File: src/rtl/int_ctrl_pkg.sv
// Shared definitions for the interrupt controller: default sizing and the
// controller state encoding.
package int_ctrl_pkg;

   // Default number of interrupt sources and matching vector width.
   localparam int NSRC_DEF = 4;
   localparam int VW_DEF   = 2;

   // Controller states; encoding is fixed so software-visible debug taps agree.
   typedef enum logic [1:0] {
      IDLE    = 2'd0,
      REQ     = 2'd1,
      CLEAR   = 2'd2,
      SERVICE = 2'd3
   } state_e;

endpackage : int_ctrl_pkg

File: src/rtl/prio_enc.sv
// Combinational priority encoder: reports the lowest set index of req.
module prio_enc
   import int_ctrl_pkg::*;
#(
   parameter int NSRC = NSRC_DEF,
   parameter int VW   = VW_DEF
) (
   input  logic [NSRC-1:0] req,
   output logic [VW-1:0]   idx,
   output logic            valid
);

   // Scan from the top down so the lowest set bit is the last one written.
   // NOTE: every output gets a default before the loop, so no latch is inferred.
   always_comb begin
      idx   = '0;
      valid = 1'b0;
      for (int i = NSRC - 1; i >= 0; i--) begin
         if (req[i]) begin
            idx   = VW'(i);
            valid = 1'b1;
         end
      end
   end

endmodule : prio_enc

File: src/rtl/int_ctrl.sv
// Interrupt controller: edge-detects level interrupt lines into a pending
// register, presents the lowest unmasked pending source to the CPU, clears
// the source after acknowledge and waits for end-of-interrupt (no nesting).
module int_ctrl
   import int_ctrl_pkg::*;
#(
   parameter int NSRC = NSRC_DEF,
   parameter int VW   = VW_DEF
) (
   input  logic            clk,
   input  logic            rst_n,
   input  logic [NSRC-1:0] irq_req,
   output logic [NSRC-1:0] irq_clr,
   input  logic            mask_we,
   input  logic [NSRC-1:0] mask_wdata,
   output logic            cpu_irq,
   output logic [VW-1:0]   cpu_vector,
   input  logic            cpu_ack,
   input  logic            cpu_eoi,
   output logic [NSRC-1:0] overrun,
   output logic [NSRC-1:0] pending
);

   localparam logic [NSRC-1:0] ONE_HOT0 = NSRC'(1);

   // State registers and their next-state values.
   state_e          state_q, state_d;
   logic [NSRC-1:0] irq_q, irq_d;
   logic            armed_q, armed_d;
   logic [NSRC-1:0] pending_q, pending_d;
   logic [NSRC-1:0] overrun_q, overrun_d;
   logic [NSRC-1:0] mask_q, mask_d;
   logic [VW-1:0]   vec_q, vec_d;
   logic            eoi_seen_q, eoi_seen_d;
   logic            cpu_irq_q, cpu_irq_d;
   logic [NSRC-1:0] irq_clr_q, irq_clr_d;

   // Combinational helpers.
   logic [NSRC-1:0] rise;
   logic [NSRC-1:0] ack_clr;
   logic [VW-1:0]   sel_idx;
   logic            sel_valid;
   logic            src_level;

   // Lowest-index-first selection among pending, unmasked sources.
   prio_enc #(
      .NSRC (NSRC),
      .VW   (VW)
   ) u_prio_enc (
      .req   (pending_q & ~mask_q),
      .idx   (sel_idx),
      .valid (sel_valid)
   );

   // Edge detection; the first cycle after reset only primes irq_q so a line
   // that is already high at release is not mistaken for a new edge.
   always_comb begin
      irq_d     = irq_req;
      armed_d   = 1'b1;
      rise      = armed_q ? (irq_req & ~irq_q) : '0;
      src_level = irq_req[vec_q];
   end

   // Controller sequencing: request, clear the source, wait for EOI.
   always_comb begin
      state_d    = state_q;
      vec_d      = vec_q;
      eoi_seen_d = eoi_seen_q;
      ack_clr    = '0;
      unique case (state_q)
         IDLE: begin
            if (sel_valid) begin
               vec_d   = sel_idx;
               state_d = REQ;
            end
         end
         REQ: begin
            // Mask writes and EOI are irrelevant here; only ack moves on.
            if (cpu_ack) begin
               ack_clr    = ONE_HOT0 << vec_q;
               eoi_seen_d = 1'b0;
               state_d    = CLEAR;
            end
         end
         CLEAR: begin
            // An early EOI is remembered so the drop returns straight to IDLE.
            if (cpu_eoi) begin
               eoi_seen_d = 1'b1;
            end
            if (!src_level) begin
               eoi_seen_d = 1'b0;
               state_d    = (eoi_seen_q || cpu_eoi) ? IDLE : SERVICE;
            end
         end
         SERVICE: begin
            if (cpu_eoi) begin
               state_d = IDLE;
            end
         end
         default: state_d = IDLE;
      endcase
   end

   // Outputs are decoded from the next state so they leave a flop directly.
   always_comb begin
      cpu_irq_d = (state_d == REQ);
      irq_clr_d = (state_d == CLEAR) ? (ONE_HOT0 << vec_d) : '0;
   end

   // Pending, overrun and mask bookkeeping; a new edge beats any clear.
   always_comb begin
      pending_d = (pending_q & ~ack_clr) | rise;
      overrun_d = (mask_we ? '0 : overrun_q) | (rise & pending_q);
      mask_d    = mask_we ? mask_wdata : mask_q;
   end

   // State register; reset leaves every source masked and nothing in flight.
   // NOTE: sequential state uses non-blocking assignments so all flops update
   // together from values computed in the previous cycle.
   always_ff @(posedge clk or negedge rst_n) begin
      if (!rst_n) begin
         state_q    <= IDLE;
         irq_q      <= '0;
         armed_q    <= 1'b0;
         pending_q  <= '0;
         overrun_q  <= '0;
         mask_q     <= '1;
         vec_q      <= '0;
         eoi_seen_q <= 1'b0;
         cpu_irq_q  <= 1'b0;
         irq_clr_q  <= '0;
      end else begin
         state_q    <= state_d;
         irq_q      <= irq_d;
         armed_q    <= armed_d;
         pending_q  <= pending_d;
         overrun_q  <= overrun_d;
         mask_q     <= mask_d;
         vec_q      <= vec_d;
         eoi_seen_q <= eoi_seen_d;
         cpu_irq_q  <= cpu_irq_d;
         irq_clr_q  <= irq_clr_d;
      end
   end

   assign irq_clr    = irq_clr_q;
   assign cpu_irq    = cpu_irq_q;
   assign cpu_vector = vec_q;
   assign overrun    = overrun_q;
   assign pending    = pending_q;

endmodule : int_ctrl
File: config.mk
export PLATFORM = sky130hd
export DESIGN_NAME = int_ctrl
export DESIGN_NICKNAME = d
export VERILOG_FILES = /design/src/rtl/int_ctrl_pkg.sv /design/src/rtl/prio_enc.sv /design/src/rtl/int_ctrl.sv
export SDC_FILE = /design/constraint.sdc
export NUM_CORES = 1
export LEC_CHECK = 0
export BUFFER_PORTS_ARGS = -buffer_cell sky130_fd_sc_hd__buf_2
export CAP_MARGIN = 15
export CORE_UTILIZATION = 33
export DETAILED_ROUTE_END_ITERATION = 8
export SYNTH_ARGS = -nofsm -noshare
export SYNTH_HDL_FRONTEND = slang
export SYNTH_SLANG_ARGS = --single-unit
export TNS_END_PERCENT = 20
File: constraint.sdc
create_clock -name clk -period 2.1 [get_ports clk]
set_clock_uncertainty 0.1 [all_clocks]
set_input_delay 0.42 -clock clk [delete_from_list [all_inputs] [get_ports clk]]
set_output_delay 0.42 -clock clk [all_outputs]
set_load 0.005 [all_outputs]
# Word-level counts from Yosys, hierarchy flattened
# Index checks and enable logic that the tools add are counted.
[word_totals]
reg_bits = 27
in_bits = 13
out_inout_bits = 15
elab_cells = 60
[op_classes]
order_cmp = 1
n_eq_ne = 7
shifts = 2
mux = 27
bitwise = 9
n_reduce_logical = 4
[ops]
columns = ["operator", "count"]
rows = [
  ["$mux 2", 11],
  ["$mux 4", 5],
  ["$and 4x4->4", 4],
  ["$not 4->4", 3],
  ["$mux 1", 8],
  ["$or 4x4->4", 2],
  ["$pmux 2 s4", 1],
  ["$shl 1x2->4 const A", 2],
  ["$eq 2x2->1 const B", 3],
  ["$eq 2x1->1 const B", 2],
  ["$lt 2x3->1 const B", 1],
  ["$ne 3x3->1 const B", 1],
  ["$reduce_and 3->1", 1],
  ["$bmux 1 s2", 1],
  ["$logic_not 2->1", 1],
  ["$ne 2x2->1 const B", 1],
  ["$pmux 1 s2", 1],
  ["$reduce_bool 2->1", 1],
  ["$logic_or 1x1->1", 1],
]

# Depth between registers and ports, before layout
# Gate-level depths: netlist of the first run.
[logic_depth]
ltp_word = 10
ltp_mapped = 7
depth_no_buf = 7

# Modules after synthesis
# From an unflattened synthesis of the first run, not the netlist that was laid out.
[unflattened]
cells_unflattened = 120
area_unflattened_um2 = 1285.0
[modules_own_cells]
columns = ["module", "instances", "cells_per_inst", "area_each_um2", "seq_area_each_um2"]
rows = [
  ["int_ctrl", 1, 113, 1249.9, 680.7],
  ["prio_enc", 1, 7, 35.0, 0.0],
]

# Worst setup path before layout of the first run
# Ideal clock, no wire load.
[synth_path]
path_kind = "register to register"
from = "register vec_q[0] (netlist: cpu_vector[0])"
to = "register irq_clr_q[1] (netlist: irq_clr[1])"
setup_time_ns = 0.125
arrival_ns = 1.888
required_ns = 1.875
setup_slack_ns = -0.013
path_stages_with_launch = 6
n_path_buf = 0
synth_period_minus_slack_ns = 2.113
cell_sequence = "dfrtp_1 -> mux4_2 -> o21a_1 -> or4_4 -> nand4b_1 -> nor3b_1"
[synth_between]
elab_chain_cells = 6
word_cells_on_any_way = 9
classes_between = "1 x eq/ne; 1 x shift; 7 x mux"
[synth_rtl]
columns = ["element", "line_no", "text"]
rows = [
  ["from (decl)", "int_ctrl.sv:33", "logic [VW-1:0] vec_q, vec_d;"],
  ["from (signal assigned)", "int_ctrl.sv:139", "vec_q <= vec_d;"],
  ["$bmux 1 s2", "int_ctrl.sv:61", "src_level = irq_req[vec_q];"],
  ["$mux 1 (not written as such)", "int_ctrl.sv:61", ""],
  ["$mux 2", "int_ctrl.sv:90", "if (!src_level) begin"],
  ["$pmux 2 s4", "int_ctrl.sv:70", "unique case (state_q)"],
  ["$eq 2x2->1", "int_ctrl.sv:107", "irq_clr_d = (state_d == CLEAR) ? (ONE_HOT0 << vec_d) : '0;"],
  ["$mux 4 *", "int_ctrl.sv:107", ""],
  ["net irq_clr_d[1]", "int_ctrl.sv:36", "logic [NSRC-1:0] irq_clr_q, irq_clr_d;"],
  ["to (signal assigned)", "int_ctrl.sv:142", "irq_clr_q <= irq_clr_d;"],
  ["to (decl)", "int_ctrl.sv:36", ""],
]
# The timed path passes the listed nets; every way through them passes the cells marked *. The select of a mux whose other input is x is not followed.
# A chain may end at the register's enable or synchronous reset.

# Worst setup path in the final report of the first run
# Same ends and word-level chain as after synthesis.

==> out/results.ini, run 1 <==
[power_and_ir_drop]
netSwitchingFraction_pct=35.1
total_power_mw=1.84
p_leak_nw=0.730
cellPowerDensity_nw_per_um2=1210
clkPwrFrac_pct=15.7
irDropWorstVdd_mv=0.496
p_sw_uw=645
internal-power_mw=1.19
pwr-share-seq_pct=40.5
power.combinational.fraction_pct=43.8

[route]
post_drt_via_cell_ratio=4.90
detailedRoute.firstIterationViolations=35
drc_errors=0
antenna_left=0
drt_first_pass_iters=4
vias=926
drt_wl_total_um=2530
avgRoutedWirePerCell_um=13.4

[finish]
finish.cell_count_without_fillers=189
finalInstanceArea_um2=1510
insertedDiodeCount=0
layout_area_growth_over_synthesis_pct=23.6
final_core_utilization_pct=44.0
final_net_count=162
drive_above_1_share_pct=37.1

[clock_tree]
cts_hold_repair.buffers=0
clk_pin_slew_ns=0.09
postCtsSetupBuffers=0
cts_tree=built
cts_buffer_depth=2
ctsRootBufferMaster=sky130_fd_sc_hd__clkbuf_8
clkSinkCount=27
clkLatencyLatePin_ns=0.27
ctsHtreeMaxLevel=1
cts_buffers=3
post_cts_resize_count=0

[timing]
period_needed_ns=2.07
max_clock_freq_ghz=0.484
slew_headroom_pct=60.2
finalHoldViolCount=0
timing_worst_slew_pin_value_ns=0.597
hold_slack_ns=0.0469
setup_viol=0
report.final.slew_viol_count=0
period_share_pct=98.5
unrepaired_setup_endpoints_after_global_routing=true

[floorplanning]
initial_core_util_pct=35.6
core_area_um2=3440
pin_count=28
fp-row-count=21
die-height_um=62.9
chipWidth_um=62.9
fp.dieArea_um2=3960

[worst_hold_path]
worst_hold_path_class=primary input to async pin

[placement]
dp.final_hpwl_um=2010
dpl-instance-area_um2=1470
port-buffer-count=27
dp.cells=185
routabilityCongestion=0.788

[grt]
grt_most_used_layer=met2
grt_use_met3_pct=2.74
wire_length_of_the_first_global_routing_pass_um=4510
overflow=0
via_count_of_the_first_global_routing_pass=983
met2_usage_pct=23.1
gr-usage-all-layers_pct=15.0
largest_net_degree_at_the_start_of_global_routing=28
grt.met1_usage_pct=19.5
antenna_found_initial=0

[logic_synthesis]
synth_adder_area_share_pct=5.11
syn_area_per_cell_um2=11.6
share_of_the_synthesized_area_in_the_top_cell_type_pct=47.0
synth_xor_xnor_area_share_pct=0
synth.cell_area_um2=1220
main_combinational_cell_family_by_area_after_synthesis=compound AO/OA/AOI/OAI gates
library_cell_occupying_the_most_area_in_the_post_synthesis_netlist=sky130_fd_sc_hd__dfrtp_1
synth_fp_nets=124
synth-warning-count=0
synthCells=106
synth_sequential_area_ratio_pct=55.6
synth.area.mux_share_pct=5.52
synth_simple_gate_area_share_pct=13.9
synthTopCellsByArea=sky130_fd_sc_hd__dfrtp_1 47%, sky130_fd_sc_hd__dfstp_2 8.6%, sky130_fd_sc_hd__ha_1 5.1%
synth-compound-area-share_pct=15.3
synth_cell_types=33
synth_seq_cells=27

[worst_setup_path]
critical_path_class=flop to flop
worstSetupEndpointType=flop
path_max_fanout=4
required_ns=2.16
timing.critical_path.arrival_ns=2.13
r2r-end=irq_clr[1]
worst_r2r_path_depth=5
cp-start-kind=flop
reg2reg_setup_slack_ns=0.03
r2r-start=cpu_vector[0]

[job]
max_cap_violations=0

[run_status]
outcome=completed

[layout by cell type (no fill, tap or decap), types with 2 or more instances in the layout]
cell / Yosys / layout
sky130_fd_sc_hd__buf_2: 0 / 27
sky130_fd_sc_hd__dfrtp_1: 23 / 23
sky130_fd_sc_hd__inv_1: 13 / 13
sky130_fd_sc_hd__o21ai_0: 8 / 8
sky130_fd_sc_hd__nand2_1: 7 / 7
sky130_fd_sc_hd__buf_4: 0 / 7
sky130_fd_sc_hd__nand2b_1: 5 / 5
sky130_fd_sc_hd__mux2_2: 4 / 4
sky130_fd_sc_hd__ha_1: 5 / 4
sky130_fd_sc_hd__dfstp_2: 4 / 4
sky130_fd_sc_hd__nor2_1: 3 / 3
sky130_fd_sc_hd__nor3_1: 3 / 3
sky130_fd_sc_hd__o32ai_1: 3 / 3
sky130_fd_sc_hd__clkbuf_8: 0 / 3
sky130_fd_sc_hd__o21a_1: 2 / 2
sky130_fd_sc_hd__nor2b_1: 2 / 2
sky130_fd_sc_hd__o31ai_1: 2 / 2
sky130_fd_sc_hd__a32o_1: 2 / 2
sky130_fd_sc_hd__nor3b_1: 2 / 2
sky130_fd_sc_hd__a31oi_1: 2 / 2
[power by group through the flow]
| stage | Sequential, mW | Clock [mW] | Combinational, mW |
|---|---|---|---|
| 2_1_floorplan | 0.762 | 0 | 0.470 |
| 3_3_place_gp | 0.754 | 0 | 0.787 |
| 3_5_place_dp | 0.755 | 0 | 0.806 |
| 4_1_cts | 0.745 | 0.299 | 0.812 |
| 5_1_grt | 0.766 | 0.329 | 0.903 |
| 6_report | 0.744 | 0.287 | 0.805 |
[kinds of logic after synthesis]
kind of cell | after synthesis
AND/OR/NAND/NOR | 28
flip-flops | 27
AO/OA/AOI/OAI | 26
buffers and inverters | 14
multiplexers | 5
adder cells (fa/ha/maj) | 5
other | 1
[stage by stage]
stage                     setup WS (ns)  TNS, ns
after detailed placement         -0.110   -0.462
after CTS                        0.0185        0
final                            0.0318        0
after global placement          -0.0869   -0.361
after global routing            -0.0924   -0.287
after floorplan                 0.00203        0
[registers in the layout, summed over array words and instances (netlist names)]
signal	count
irq_clr	4
state_q	2
mask_q	4
cpu_irq	1
overrun	4
armed_q	1
pending	4
irq_q	4
cpu_vector	2
eoi_seen_q	1
[routing by layer]
metal | routed length (um) | up-vias
li1 | - | 451
met3 | 125 | 4
met2 | 1200 | 24
met4 | 58 | 0
met5 | 0 | -
met1 | 1150 | 447
[synth_stat cells]
cell type                  number
sky130_fd_sc_hd__a21oi_1        1
sky130_fd_sc_hd__a21oi_2        1
sky130_fd_sc_hd__a221o_2        1
sky130_fd_sc_hd__a22o_1         1
sky130_fd_sc_hd__a31oi_1        2
sky130_fd_sc_hd__a32o_1         2
sky130_fd_sc_hd__a41o_1         1
sky130_fd_sc_hd__a41oi_1        1
sky130_fd_sc_hd__and4bb_2       1
sky130_fd_sc_hd__clkbuf_1       1
sky130_fd_sc_hd__conb_1         1
sky130_fd_sc_hd__dfrtp_1       23
sky130_fd_sc_hd__dfstp_2        4
sky130_fd_sc_hd__ha_1           5
sky130_fd_sc_hd__inv_1         13
sky130_fd_sc_hd__mux2_2         4
sky130_fd_sc_hd__mux4_2         1
sky130_fd_sc_hd__nand2_1        7
sky130_fd_sc_hd__nand2b_1       5
sky130_fd_sc_hd__nand3_1        1
sky130_fd_sc_hd__nand4b_1       1
sky130_fd_sc_hd__nor2_1         3
sky130_fd_sc_hd__nor2b_1        2
sky130_fd_sc_hd__nor2b_4        1
sky130_fd_sc_hd__nor3_1         3
sky130_fd_sc_hd__nor3b_1        2
sky130_fd_sc_hd__o21a_1         2
sky130_fd_sc_hd__o21ai_0        8
sky130_fd_sc_hd__o22ai_1        1
sky130_fd_sc_hd__o31ai_1        2
sky130_fd_sc_hd__o32ai_1        3
sky130_fd_sc_hd__or3_2          1
sky130_fd_sc_hd__or4_4          1
[worst max path at each step]
| stage | from | to | slack (ns) |
|---|---|---|---|
| final | cpu_vector[0] | irq_clr[1] | 0.03 |
| after floorplan | cpu_vector[0] | irq_clr[1] | 0.002 |
| after detailed placement | irq_req[2] | irq_clr[1] | -0.11 |
| after global placement | irq_req[3] | irq_clr[1] | -0.09 |
| after CTS | cpu_vector[0] | irq_clr[1] | 0.02 |
| after global routing | state_q[1] | irq_clr[3] | -0.09 |
[critical path: stages (launching register included)]
cell and delay (ns):
sky130_fd_sc_hd__dfrtp_1 0.38, sky130_fd_sc_hd__mux4_2 0.52, sky130_fd_sc_hd__o21a_1 0.19, sky130_fd_sc_hd__or4_4 0.52, sky130_fd_sc_hd__nand4b_1 0.18, sky130_fd_sc_hd__nor3b_1 0.07
[final cells by class]
type	instances	area, um2
Sequential cell	27	681
Timing Repair Buffer	34	188
Fill cell	338	1930
Inverter	13	48.8
Multi-Input combinational cell	65	494
Tap cell	46	57.6
Clock buffer	4	45.0
(Power assumes the default switching activity.)
==> run 2: changes to the inputs <==
Settings changed: ABC_AREA set to 1.
Clock period 2.1 ns to 2.05 ns, I/O delays scaled along.
==> run 2 against run 1 <==
  * Clock power barely moved
  * Register-to-register slack improved by 0.33 ns
  * Global-route usage fell by 1.7 points
  * Critical path depth rose by 3
  * Die area rose by 2.4%
  * Design area fell by 1.5%
  * Combinational power fell by 0.7%
  * Wire length fell by 3.0%
  * Cell count rose by 16%
  * Fmax rose by 22%
==> out/results.ini, run 2 <==
[run_status]
outcome=completed

[finish]
final_core_utilization_pct=40.7  ; -3.2 points
highest_count_cells_in_the_layout_ignoring_fill_and_taps=28 x sky130_fd_sc_hd__nand2_1, 27 x sky130_fd_sc_hd__inv_1, 27 x sky130_fd_sc_hd__buf_2
final_net_count=190  ; +17%
insertedDiodeCount=0  ; unchanged
drive_above_1_share_pct=24.6  ; -13 points
layout_area_growth_over_synthesis_pct=18.8
layout.cells.most_common=sky130_fd_sc_hd__nand2_1

[route]
topRoutingLayerUsed=met4
drc_errors=0  ; unchanged
vias=996  ; +7.6%
met3_wirelength_um=109  ; -13%
met2_length_um=1120  ; -6.1%
drt_first_pass_iters=6  ; +2
post_drt_via_cell_ratio=4.55  ; -7.2%
avgRoutedWirePerCell_um=11.2  ; -16%
detailedRoute.firstIterationViolations=32  ; -8.6%
antenna_left=0  ; unchanged
drt_wl_total_um=2450  ; -3.0%
drt-met1-wl_um=1210  ; +4.9%

[clock_tree]
postCtsSetupBuffers=0  ; unchanged
clkLatencyLatePin_ns=0.26  ; about the same
cts_hold_repair.buffers=0  ; unchanged
cts_tree=built
ctsRootBufferMaster=sky130_fd_sc_hd__clkbuf_8
ctsHtreeMaxLevel=1  ; unchanged
clkSinkCount=27  ; unchanged
post_cts_resize_count=0  ; unchanged
cts_buffer_depth=2  ; unchanged
clk_pin_slew_ns=0.09  ; about the same
cts_buffers=3  ; unchanged

[timing]
timing_worst_slew_pin_value_ns=0.604  ; +0.00696 ns
max_clock_freq_ghz=0.592  ; +22%
period_share_pct=82.4  ; -16 points
finalHoldViolCount=0  ; unchanged
setup_viol=0  ; unchanged
post_route_setup_tns_ns=0  ; unchanged
slew_headroom_pct=59.7  ; -0.46 points
period_needed_ns=1.69  ; -0.379 ns
report.final.slew_viol_count=0  ; unchanged
unrepaired_setup_endpoints_after_global_routing=false

[worst_setup_path]
worstSetupEndpointType=flop
timing.critical_path.to=irq_clr[0]
worst-path-buf-inv=1  ; +1
cp_common_cell=sky130_fd_sc_hd__nand2_1
worst_r2r_path_depth=8  ; +3
reg2reg_setup_slack_ns=0.36  ; +0.33 ns
worstSetupPathDepth=8  ; +3
cp-start-kind=flop
timing.critical_path.slowest_cell_delay_ns=0.43  ; -0.09 ns
required_ns=2.11  ; -0.05 ns
critical_path.cell_chain=inv_1, ha_1, nand2_1, nand2_1, a21oi_1, a21oi_4, nand2_2, nor2_1
worst_setup_path_startpoint=state_q[1]
critical_path_class=flop to flop
path_max_fanout=5  ; +1
timing.critical_path.arrival_ns=1.75  ; -0.38 ns
r2r-end=irq_clr[0]
cpMaxStageDelayCell=sky130_fd_sc_hd__dfrtp_1
critPathTopFamily=flip-flops
r2r-start=state_q[1]

[logic_synthesis]
library_cell_occupying_the_most_area_in_the_post_synthesis_netlist=sky130_fd_sc_hd__dfrtp_1
synthCells=141  ; +33%
number_of_enable_flip_flop_cells_after_synthesis=0  ; unchanged
ys_top_cells_by_count=28 x sky130_fd_sc_hd__nand2_1, 27 x sky130_fd_sc_hd__inv_1, 23 x sky130_fd_sc_hd__dfrtp_1
synth_most_common_cell=sky130_fd_sc_hd__nand2_1
synth_fp_nets=159  ; +28%
synth.cell_area_um2=1250  ; +2.5%
synth_cell_types=23  ; -30%
synth-warning-count=0  ; unchanged
synth-async-reset-ratio_pct=100  ; unchanged
share_of_the_synthesized_area_in_the_top_cell_type_pct=45.9  ; -1.1 points
syn_area_per_cell_um2=8.90  ; -23%
synthTopCellsByArea=sky130_fd_sc_hd__dfrtp_1 46%, sky130_fd_sc_hd__dfstp_2 8.4%, sky130_fd_sc_hd__nand2_1 8.4%
ys_dominant_reg_cell=sky130_fd_sc_hd__dfrtp_1
synth_seq_cells=27  ; unchanged
synth_sequential_area_ratio_pct=54.2  ; -1.3 points

[placement]
port-buffer-count=27  ; unchanged
routabilityCongestion=0.752  ; -4.5%
dp.final_hpwl_um=1900  ; -5.6%

[floorplanning]
fp.dieArea_um2=4050  ; +2.4%
core_area_um2=3660  ; +6.4%
chipWidth_um=63.7  ; +1.2%
fp-row-count=22  ; +4.8%
initial_core_util_pct=34.3  ; -1.3 points
pin_count=28  ; unchanged
die-height_um=63.7  ; +1.2%

[grt]
largest_net_degree_at_the_start_of_global_routing=28  ; unchanged
overflow=0  ; unchanged
gr-usage-all-layers_pct=13.3  ; -1.7 points
antenna_found_initial=0  ; unchanged
via_count_of_the_first_global_routing_pass=973  ; -1.0%
wire_length_of_the_first_global_routing_pass_um=4260  ; -5.5%

[power_and_ir_drop]
cellPowerDensity_nw_per_um2=1250  ; +2.8%
irDropWorstVdd_mv=0.547  ; +10%
p_leak_nw=0.790  ; +8.3%

[job]
max_cap_violations=0  ; unchanged

[worst_hold_path]
worst_hold_path_class=primary input to async pin

run 2: cell types whose count changed after synthesis, moves of 3 or more:
| cell | change |
|---|---|
| sky130_fd_sc_hd__o22ai_1 | +3 |
| sky130_fd_sc_hd__a21oi_1 | +3 |
| sky130_fd_sc_hd__nand3_1 | +5 |
| sky130_fd_sc_hd__o21ai_0 | +3 |
| sky130_fd_sc_hd__nor2_1 | +5 |
| sky130_fd_sc_hd__nand2b_1 | -5 |
| sky130_fd_sc_hd__nand2_2 | +3 |
| sky130_fd_sc_hd__inv_1 | +14 |
| sky130_fd_sc_hd__o32ai_1 | -3 |
| sky130_fd_sc_hd__nand3b_1 | +4 |
| sky130_fd_sc_hd__mux2_2 | -4 |
| sky130_fd_sc_hd__nand2_1 | +21 |
run 2: worst min-delay path by stage:
stage / start / to / slack (ns)
floorplan: rst_n / armed_q / 0.01
global placement: rst_n / overrun[2] / 0.35
detailed placement: rst_n / pending[2] / 0.35
CTS: rst_n / pending[2] / 0.06
global route: rst_n / pending[1] / 0.09
finish: rst_n / pending[2] / 0.05
run 2: cell families (layout without fill, tap and decap cells):
logic type	count (synthesis)	after routing	synth area share, %
simple gates	54	54	19.4
buf+inv	29	59	8.67
flops	27	27	54.2
compound gates	25	25	12.4
fa+ha+maj	5	5	4.99
other cells	1	1	0.299
run 2: layout make-up:
type,instances,area [um2]
inverter,28,105
timing repair buffer,27,135
clock buffer,4,45.0
sequential,27,681
multi-input combinational,85,465
fill,372,2170
tap,48,60.1
run 2: per-stage QoR:
| step | total power, mW | area (um2) | hold slack [ns] | std cells | setup slack, ns |
|---|---|---|---|---|---|
| after global placement | 1.56 | 1450 | 0.351 | 215 | 0.411 |
| after detailed placement | 1.58 | 1450 | 0.352 | 215 | 0.385 |
| after CTS | 1.88 | 1490 | 0.0566 | 219 | 0.365 |
| final | 1.86 | 1490 | 0.0459 | 219 | 0.361 |
| after global routing | 2.04 | 1490 | 0.0897 | 219 | 0.177 |
| after floorplan | 1.34 | 1250 | 0.0144 | 141 | 0.551 |
run 2: routing by layer:
metal	vias up	track usage (%)
met3	2	2.17
met1	471	17.4
li1	501	-
met5	-	0
met2	22	21.8
met4	0	4.83
run 2: report_power, final:
group          switching [mW]  internal (mW)
clock                   0.151          0.139
combinational           0.496          0.303
sequential              0.102          0.669
==> run 3: changes to the inputs <==
Clock period 2.05 ns to 1.5 ns, I/O delays scaled along.
==> run 3 against run 2 <==
  * The flow now finishes with violations (setup timing)
  * Combinational power grew 96%
  * Flip-flop and latch count did not move
  * First-iteration DRC count rose by 16%
  * Setup slack lost 0.40 ns
  * Sequential power rose by 36%
  * Worst hold slack improved by 0.025 ns
  * Highest routed layer unchanged
  * Via count increased by 6.7%
  * Die area stayed put
  * Non-clock buffer count increased by 12
  * Core utilization grew 5.4 points
  * Design area grew 13%
  * Fmax up 10%
==> out/results.ini, run 3 (synthesized netlist as in run 2, its figures left out) <==
[run_status]
outcome=finished with violations
failed_checks=setup timing

[power_and_ir_drop]
cellPowerDensity_nw_per_um2=1790  ; +44%
irDropWorstVdd_mv=0.979  ; +79%
p_leak_nw=0.848  ; +7.4%

[worst_setup_path]
critical_path_class=flop to flop
timing.critical_path.arrival_ns=1.60  ; -0.15 ns
r2r-start=mask_q[2]
required_ns=1.56  ; -0.55 ns
path_max_fanout=4  ; -1
cp-start-kind=flop
worst_setup_path_startpoint=mask_q[2]
reg2reg_setup_slack_ns=-0.04  ; -0.40 ns
worstSetupEndpointType=flop

[grt]
gr-usage-all-layers_pct=14.9  ; +1.7 points
via_count_of_the_first_global_routing_pass=1142  ; +17%
overflow=0  ; unchanged
antenna_found_initial=0  ; unchanged
largest_net_degree_at_the_start_of_global_routing=28  ; unchanged
wire_length_of_the_first_global_routing_pass_um=4750  ; +11%

[clock_tree]
cts_buffers=3  ; unchanged
cts_tree=built
cts_buffer_depth=2  ; unchanged
clkLatencyLatePin_ns=0.27  ; about the same
clkSinkCount=27  ; unchanged
clk_pin_slew_ns=0.09  ; about the same
ctsRootBufferMaster=sky130_fd_sc_hd__clkbuf_8
ctsHtreeMaxLevel=1  ; unchanged

[route]
post_drt_via_cell_ratio=4.60  ; +1.2%
antenna_left=0  ; unchanged
avgRoutedWirePerCell_um=11.9  ; +6.6%
drt_wl_total_um=2760  ; +12%
detailedRoute.firstIterationViolations=37  ; +16%
drt_first_pass_iters=4  ; -2
vias=1063  ; +6.7%
drc_errors=0  ; unchanged

[placement]
routabilityCongestion=0.791  ; +5.1%
port-buffer-count=27  ; unchanged
dpl-instance-area_um2=1500  ; +3.6%
dp.final_hpwl_um=2020  ; +6.2%

[worst_hold_path]
timing.hold.worst.start=irq_req[1]
worst_hold_path_class=primary input to flop

[floorplanning]
fp-row-count=22  ; unchanged
fp.dieArea_um2=4050  ; unchanged
pin_count=28  ; unchanged
initial_core_util_pct=34.3  ; unchanged
core_area_um2=3660  ; unchanged
die-height_um=63.7  ; unchanged
chipWidth_um=63.7  ; unchanged

[timing]
unrepaired_setup_endpoints_after_global_routing=true
timing.final.ws_setup_ns=-0.0358  ; -0.396 ns
report.final.slew_viol_count=0  ; unchanged
finalHoldViolCount=0  ; unchanged
slew_headroom_pct=60.2  ; +0.46 points
period_share_pct=102  ; +20 points
max_clock_freq_ghz=0.651  ; +10%
setup_viol=5  ; +5
post_route_setup_tns_ns=-0.113  ; -0.113 ns
period_needed_ns=1.54  ; -0.154 ns
timing_worst_slew_pin_value_ns=0.597  ; -0.00686 ns

[finish]
final_net_count=202  ; +6.3%
drive_above_1_share_pct=44.3  ; +20 points
fillerInstances=371  ; -0.27%
finalInstanceArea_um2=1690  ; +13%
highest_count_cells_in_the_layout_ignoring_fill_and_taps=27 x sky130_fd_sc_hd__buf_2, 24 x sky130_fd_sc_hd__nand2_1, 21 x sky130_fd_sc_hd__dfrtp_1
layout_area_growth_over_synthesis_pct=34.5
layout.cells.most_common=sky130_fd_sc_hd__buf_2
insertedDiodeCount=0  ; unchanged

[job]
max_cap_violations=0  ; unchanged

-- run 3: changes by cell type in the layout (fill, tap and decap cells not counted), sizes merged --
cell         previous run  this run
buf                    27        38
dlygate4sd3             0         1
-- run 3: critical path, cell delays in order, from the launching register on --
cell,delay [ns]
sky130_fd_sc_hd__dfstp_2,0.53
sky130_fd_sc_hd__inv_2,0.03
sky130_fd_sc_hd__nand2_2,0.08
sky130_fd_sc_hd__buf_4,0.11
sky130_fd_sc_hd__buf_4,0.09
sky130_fd_sc_hd__nand3_1,0.05
sky130_fd_sc_hd__nand2_1,0.06
sky130_fd_sc_hd__nand3_1,0.08
sky130_fd_sc_hd__o21ai_2,0.10
sky130_fd_sc_hd__inv_1,0.08
sky130_fd_sc_hd__nand2_1,0.08
sky130_fd_sc_hd__nor2_2,0.03
-- run 3: repair_timing --
item | 4_1_cts | 5_1_grt
hold buffers | 1 | 0
buffers inserted | 4 | 0
setup endpoints to repair | 7 | 10
pin swaps | 7 | 10
resized for setup | 22 | 15
endpoints found under the hold margin | 23 | 0
-- run 3: routing by layer --
layer / vias to the layer above / global-route usage, % / wire length, um
li1: 530 / - / -
met1: 513 / 16.0 / 1160
met2: 18 / 28.6 / 1490
met3: 2 / 4.17 / 104
met4: 0 / 3.13 / 14
met5: - / 0 / 0
-- run 3: area by class of cell --
type	instances	area, um2	area share [%]
repair buffers	39	228	13.5
well taps	48	60.1	3.56
flip-flops and latches	27	683	40.5
multi-input cells	85	564	33.4
inverters	28	108	6.38
clock buffers	4	45.0	2.67
-- run 3: final timing paths --
path | to | cells after the start
worst max-delay path | irq_clr[2] | 11
worst min-delay path | irq_q[1] | 1
worst max register to register | irq_clr[2] | 11
worst min register to register | mask_q[2] | 2
max in group asynchronous | state_q[0] | 2
min in group asynchronous | overrun[0] | 2
-- run 3: per-stage QoR --
stage / total power [mW] / worst slack (ns) / utilization [%] / hold slack [ns] / std cells
after floorplan: 1.83 / 0.000767 / - / -0.0956 / 141
after detailed placement: 2.28 / -0.139 / 40.9 / 0.242 / 222
after global routing: 3.29 / -0.146 / 46.1 / 0.0525 / 231
final: 3.02 / -0.0358 / 46.1 / 0.0711 / 231
after global placement: 2.24 / -0.0740 / 40.9 / 0.236 / 222
after CTS: 2.87 / -0.0382 / 44.5 / 0.0631 / 231
-- run 3: where the power goes --
part           internal [mW]  switching [mW]
Combinational          0.685           0.884
Sequential             0.920           0.135
Clock                  0.190           0.210
Total                   1.79            1.23
